===== src/rtl/pwm_setpoint_sequencer.sv =====
// Slew-limited setpoint sequencer feeding the half-bridge PWM block.
// Steps current toward target once per period using invalidate/load/complete.
//
// state          | meaning
// IDLE           | no step pending; accepts new targets
// WAIT_SLOT      | step pending; waits for tick_counter == load_tick
// INVALIDATE     | pwm_invalidate pulse, new counts already on outputs
// LOAD           | pwm_load pulse
// WAIT_COMPLETE  | waits for calculation_complete with timeout
// ERROR          | sticky fault; only reset exits
module pwm_setpoint_sequencer #(
  parameter int tick_count_period = 100,
  parameter int bitwidth          = $clog2(tick_count_period + 1) + 1,
  parameter int max_step          = 4,
  parameter int load_tick         = 80,
  parameter int timeout_ticks     = 16
) (
  input  logic                clock,
  input  logic                reset,
  input  logic [bitwidth-1:0] tick_counter,
  input  logic                request_valid,
  output logic                request_ready,
  input  logic [bitwidth-1:0] request_highside,
  input  logic [bitwidth-1:0] request_lowside,
  output logic                request_rejected,
  output logic [bitwidth-1:0] pwm_tick_count_highside,
  output logic [bitwidth-1:0] pwm_tick_count_lowside,
  output logic                pwm_invalidate,
  output logic                pwm_load,
  input  logic                pwm_calculation_complete,
  input  logic                pwm_calculation_error,
  output logic                busy,
  output logic                target_reached,
  output logic                sequencer_error
);

  localparam logic [2:0] IDLE          = 3'd0;
  localparam logic [2:0] WAIT_SLOT     = 3'd1;
  localparam logic [2:0] INVALIDATE    = 3'd2;
  localparam logic [2:0] LOAD          = 3'd3;
  localparam logic [2:0] WAIT_COMPLETE = 3'd4;
  localparam logic [2:0] ERROR         = 3'd5;

  localparam int timeout_w    = $clog2(timeout_ticks + 1);
  localparam int timeout_last = timeout_ticks - 1;

  localparam logic [bitwidth:0]     period_wide  = tick_count_period[bitwidth:0];
  localparam logic [bitwidth-1:0]   period_b     = tick_count_period[bitwidth-1:0];
  localparam logic [bitwidth-1:0]   step_b       = max_step[bitwidth-1:0];
  localparam logic [bitwidth-1:0]   load_tick_b  = load_tick[bitwidth-1:0];
  localparam logic [timeout_w-1:0]  timeout_init = timeout_last[timeout_w-1:0];

  // The step must finish (invalidate, load, worst-case completion) before the period wraps.
  if (load_tick + 3 + timeout_ticks >= tick_count_period || max_step < 1) begin : g_bad_params
    $error("pwm_setpoint_sequencer: load_tick/timeout_ticks/max_step do not fit the period");
  end

  logic [2:0]           state;
  logic [bitwidth-1:0]  target_hs, target_ls;
  logic [bitwidth-1:0]  current_hs, current_ls;
  logic [timeout_w-1:0] timeout_cnt;

  logic [bitwidth:0]    request_sum;
  logic                 request_over;
  logic                 accept;
  logic                 accept_ok;
  logic [bitwidth-1:0]  hs_raw, ls_raw, hs_room, ls_room, next_hs, next_ls;

  function automatic logic [bitwidth-1:0] step_toward(input logic [bitwidth-1:0] cur,
                                                      input logic [bitwidth-1:0] tgt);
    logic [bitwidth-1:0] diff;
    if (tgt > cur) begin
      diff = tgt - cur;
      return (diff > step_b) ? cur + step_b : tgt;
    end else begin
      diff = cur - tgt;
      return (diff > step_b) ? cur - step_b : tgt;
    end
  endfunction

  always_comb begin
    request_sum  = {1'b0, request_highside} + {1'b0, request_lowside};
    request_over = request_sum > period_wide;
    accept       = request_valid && request_ready;
    accept_ok    = accept && !request_over;

    hs_raw  = step_toward(current_hs, target_hs);
    ls_raw  = step_toward(current_ls, target_ls);
    hs_room = period_b - ls_raw;
    ls_room = period_b - hs_raw;
    // Decreases apply in full; only an increasing channel yields to keep the sum in range.
    next_hs = (hs_raw > current_hs && hs_raw > hs_room) ? hs_room : hs_raw;
    next_ls = (ls_raw > current_ls && ls_raw > ls_room) ? ls_room : ls_raw;
  end

  always_ff @(posedge clock) begin
    if (reset) begin
      state                   <= IDLE;
      target_hs               <= '0;
      target_ls               <= '0;
      current_hs              <= '0;
      current_ls              <= '0;
      pwm_tick_count_highside <= '0;
      pwm_tick_count_lowside  <= '0;
      request_rejected        <= 1'b0;
      sequencer_error         <= 1'b0;
      timeout_cnt             <= '0;
    end else begin
      request_rejected <= 1'b0;
      if (accept && request_over) request_rejected <= 1'b1;
      if (accept_ok) begin
        target_hs <= request_highside;
        target_ls <= request_lowside;
      end

      if (pwm_calculation_error) begin
        state           <= ERROR;
        sequencer_error <= 1'b1;
      end else begin
        case (state)
          IDLE: begin
            if (accept_ok && {request_highside, request_lowside} != {current_hs, current_ls})
              state <= WAIT_SLOT;
          end
          WAIT_SLOT: begin
            if (tick_counter == load_tick_b) begin
              if ({target_hs, target_ls} == {current_hs, current_ls}) begin
                // A fresh target arriving in the same cycle keeps the slot wait alive.
                if (!(accept_ok && {request_highside, request_lowside} != {current_hs, current_ls}))
                  state <= IDLE;
              end else begin
                pwm_tick_count_highside <= next_hs;
                pwm_tick_count_lowside  <= next_ls;
                state                   <= INVALIDATE;
              end
            end
          end
          INVALIDATE: state <= LOAD;
          LOAD: begin
            timeout_cnt <= timeout_init;
            state       <= WAIT_COMPLETE;
          end
          WAIT_COMPLETE: begin
            if (pwm_calculation_complete) begin
              current_hs <= pwm_tick_count_highside;
              current_ls <= pwm_tick_count_lowside;
              if ({pwm_tick_count_highside, pwm_tick_count_lowside} == {target_hs, target_ls})
                state <= IDLE;
              else
                state <= WAIT_SLOT;
            end else if (timeout_cnt == '0) begin
              state           <= ERROR;
              sequencer_error <= 1'b1;
            end else begin
              timeout_cnt <= timeout_cnt - 1'b1;
            end
          end
          ERROR: state <= ERROR;
          default: state <= IDLE;
        endcase
      end
    end
  end

  assign request_ready  = (state == IDLE) || (state == WAIT_SLOT);
  assign pwm_invalidate = (state == INVALIDATE);
  assign pwm_load       = (state == LOAD);
  assign busy           = (state != IDLE);
  assign target_reached = (state == IDLE) && ({current_hs, current_ls} == {target_hs, target_ls});

endmodule

===== config.mk =====
export PLATFORM = sky130hd
export DESIGN_NAME = pwm_setpoint_sequencer
export DESIGN_NICKNAME = d
export VERILOG_FILES = /design/src/rtl/pwm_setpoint_sequencer.sv
export SDC_FILE = /design/constraint.sdc
export NUM_CORES = 1
export LEC_CHECK = 0
export CORE_UTILIZATION = 35
export CTS_CLUSTER_DIAMETER = 120
export CTS_CLUSTER_SIZE = 20
export DETAILED_ROUTE_END_ITERATION = 7
export MAX_ROUTING_LAYER = met4
export PLACE_DENSITY = 0.64
export SLEW_MARGIN = 20
export SYNTH_ARGS = -nofsm -noshare
export SYNTH_HDL_FRONTEND = slang
export SYNTH_SLANG_ARGS = --single-unit

===== constraint.sdc =====
create_clock -name clock -period 13.5 [get_ports clock]
set_input_delay 2.7 -clock clock [delete_from_list [all_inputs] [get_ports clock]]
set_output_delay 2.7 -clock clock [all_outputs]
set_load 0.005 [all_outputs]

==> qor.yml <==
pwr:
  p_sw_mw: 0.462
  peakVddDrop_mv: 0.0642
  power_frac_comb: 0.600
  powerDensity_nw_per_um2: 135
  cellLeakagePower_nw: 3.05
  swShare: 0.459
  p_total_mw: 1.01
  pwr-share-seq: 0.181
  intPower_mw: 0.545
  clkPwrFrac: 0.219
synth:
  synth_seq_cells: 58
  synth_edf_count: 0
  yosysTopAreaCell: "dfxtp_1"
  syn-instance-count: 853
  synth_fp_nets: 963
  synth_top_area_share: 0.179
  synth-seq-area-share: 0.179
  syn_area_per_cell_sq_um: 7.62
  synth_area_leaders: "dfxtp_1 (18%), ha_1 (15%), xnor2_1 (6.1%), nor2_1 (5.3%), nand2_1 (4.9%)"
  synthFlopType: "dfxtp_1"
  yosysUniqueCellTypes: 80
  synth-warning-count: 0
  syn_area_sq_um: 6500
  synthArstFlopShare: 0
timing:
  timing.final.crit_share: 0.517
  rsz0062_at_grt: "no"
  final-hold-violation-count: 0
  fmax_mhz: 143
  fin_worst_skew_ps: 8.24
  tns_ps: 0
  drv_slew: 0
  maxSlewHeadroom: 0.334
  min_period_ps: 6980
  tightest_slew_ps: 1000
  setup-violations-final: 0
placement:
  gp_congestion: 0.924
  dp_hpwl_microns: 15700
  placed_area_sq_um: 7140
  io_buffers: 51
setup_path:
  critPathLaunchType: "flip-flop"
  crit_fanout: 8
  critical_path_class: "reg -> reg"
  endpoint_kind: "flip-flop"
  reg2reg_setup_slack_ps: 6520
  arrival_ps: 7220
  required_ps: 13740
cts:
  clk_latency_ps: 330
  cts_repair_resize_count: 0
  clkSlewWorstSetupHoldPaths_ps: 60
  cts_hold_buf: 0
  htreeDepth: 3
  cts_tree: "yes"
  cts.sinks: 58
  post_cts_buffers: 0
  cts_root_buf: "clkbuf_16"
  cts_buffers: 9
  cts_max_path_buffers: 2
drt:
  num_vias: 6384
  dr.pass1.iters: 5
  ant_nets: 0
  remaining_drc_errors: 0
  wl_microns: 19800
  wl_per_cell_microns: 17.7
  drt_iter0_drc: 431
  drt-vias-per-instance: 5.73
die:
  core_region_area_sq_um: 18100
  initial_core_util: 0.359
  die_y_microns: 138
  die_area_sq_um: 19100
  die_w_microns: 138
  num_io_pins: 52
  rows: 49
cells_and_area:
  stdcell_area_sq_um: 7440
  synthToLayoutAreaGrowth_pct: 14.5
  final_cell_mix: "nor2_1 (92), nand2_1 (84), ha_1 (76)"
  final_common_cell: "nor2_1"
  final_util: 0.411
  antennaDiodeCount: 0
  nets: 991
  drive_gt1_frac: 0.0609
  fillers: 1855
flow_run:
  cap_viol_max_count: 0
worst_hold_path:
  hold_path.class: "reg -> reg"
global_route:
  grt_max_degree: 50
  antenna_found_initial: 0
  grt_use_total: 0.213
  grt_pass1_wl_microns: 32000
  grt_overflow: 0
  grt_pass1_vias: 5967
run_status:
  status: "complete, no violations"
[power groups by stage]
stage,Combinational [mW],Sequential (mW),Clock (mW)
after floorplan,0.467,0.182,0
after global placement,0.587,0.185,0
after detailed placement,0.589,0.186,0
after CTS,0.593,0.182,0.223
after global routing,0.671,0.182,0.229
final,0.604,0.182,0.220
[cell usage after synthesis, types with 4 or more instances]
| library cell | number |
|---|---|
| nor2_1 | 92 |
| nand2_1 | 84 |
| ha_1 | 76 |
| a21oi_1 | 60 |
| dfxtp_1 | 58 |
| inv_1 | 57 |
| xnor2_1 | 45 |
| o21ai_0 | 27 |
| clkbuf_1 | 26 |
| mux2i_1 | 25 |
| nand3_1 | 24 |
| nand4_1 | 23 |
| nor3_1 | 21 |
| xor2_1 | 16 |
| nand2b_1 | 14 |
| a211oi_1 | 11 |
| a21o_1 | 10 |
| a221oi_1 | 9 |
| a31oi_1 | 9 |
| and3_1 | 9 |
| nor2b_1 | 9 |
| o211ai_1 | 7 |
| o22ai_1 | 7 |
| or2_2 | 7 |
| nor3b_1 | 6 |
| o221ai_1 | 6 |
| buf_2 | 5 |
| fa_1 | 5 |
| nand3b_1 | 5 |
| o31ai_1 | 5 |
| or3_1 | 5 |
| and2_1 | 4 |
| mux2_2 | 4 |
| o21a_1 | 4 |
[flip-flops by register name, indices dropped and copies added (netlist names)]
signal / cells
current_hs: 8
current_ls: 8
pwm_tick_count_highside: 8
pwm_tick_count_lowside: 8
target_hs: 8
target_ls: 8
timeout_cnt: 5
state: 3
request_rejected: 1
sequencer_error: 1
[worst paths after layout]
path	to	start	depth (start not counted)
max	pwm_tick_count_lowside[4]	target_hs[0]	24
min	sequencer_error	sequencer_error	2
max reg2reg	pwm_tick_count_lowside[4]	target_hs[0]	24
min reg2reg	sequencer_error	sequencer_error	2
[area by class of cell]
| type | instances | area, sq um | share of cell area |
|---|---|---|---|
| well taps | 229 | 287 | 0.0385 |
| flip-flops and latches | 58 | 1160 | 0.156 |
| repair buffers | 52 | 513 | 0.0690 |
| clock buffers | 10 | 239 | 0.0321 |
| clock inverters | 6 | 50.0 | 0.00673 |
| multi-input cells | 701 | 4960 | 0.668 |
| inverters | 59 | 221 | 0.0298 |
[cell families (layout without fill, tap and decap cells)]
| group | count (synthesis) | count (layout) | synth area share |
|---|---|---|---|
| compound gates | 205 | 205 | 0.224 |
| xor+xnor | 61 | 61 | 0.0822 |
| fa+ha+maj | 81 | 81 | 0.162 |
| buf+inv | 94 | 127 | 0.0587 |
| flops | 58 | 58 | 0.179 |
| mux | 29 | 29 | 0.0455 |
| simple gates | 325 | 325 | 0.249 |
[stage by stage]
step,instances,hold slack (ps),worst slack [ps]
floorplan,853,472,7610
global placement,1099,463,7010
detailed placement,1099,475,6720
CTS,1115,489,6690
global route,1115,534,6100
finish,1115,480,6520
[routing by layer]
metal,track usage,wire [microns],up-vias
li1,-,-,3134
met5,-,0,-
met1,0.292,9490,2995
met4,0.0674,447,0
met2,0.328,8770,222
met3,0.0225,1080,33
[worst max-delay path: stages, from the launching register on]
cell and delay [ps]:
dfxtp_1 400, inv_1 110, ha_1 230, fa_1 380
nand2b_2 210, a211oi_1 190, o21ai_0 140, a221oi_1 880
nand3_1 370, and2_1 320, o21ai_0 390, inv_1 120
ha_1 260, o21bai_1 190, a311oi_1 320, xor2_1 270
ha_1 290, and4_1 250, nand2_1 130, a41oi_2 60
a2111oi_4 400, o21ai_1 240, and3_4 240, mux2_2 280
a211oi_2 240
Note: power is estimated with default switching activity, not from simulation.
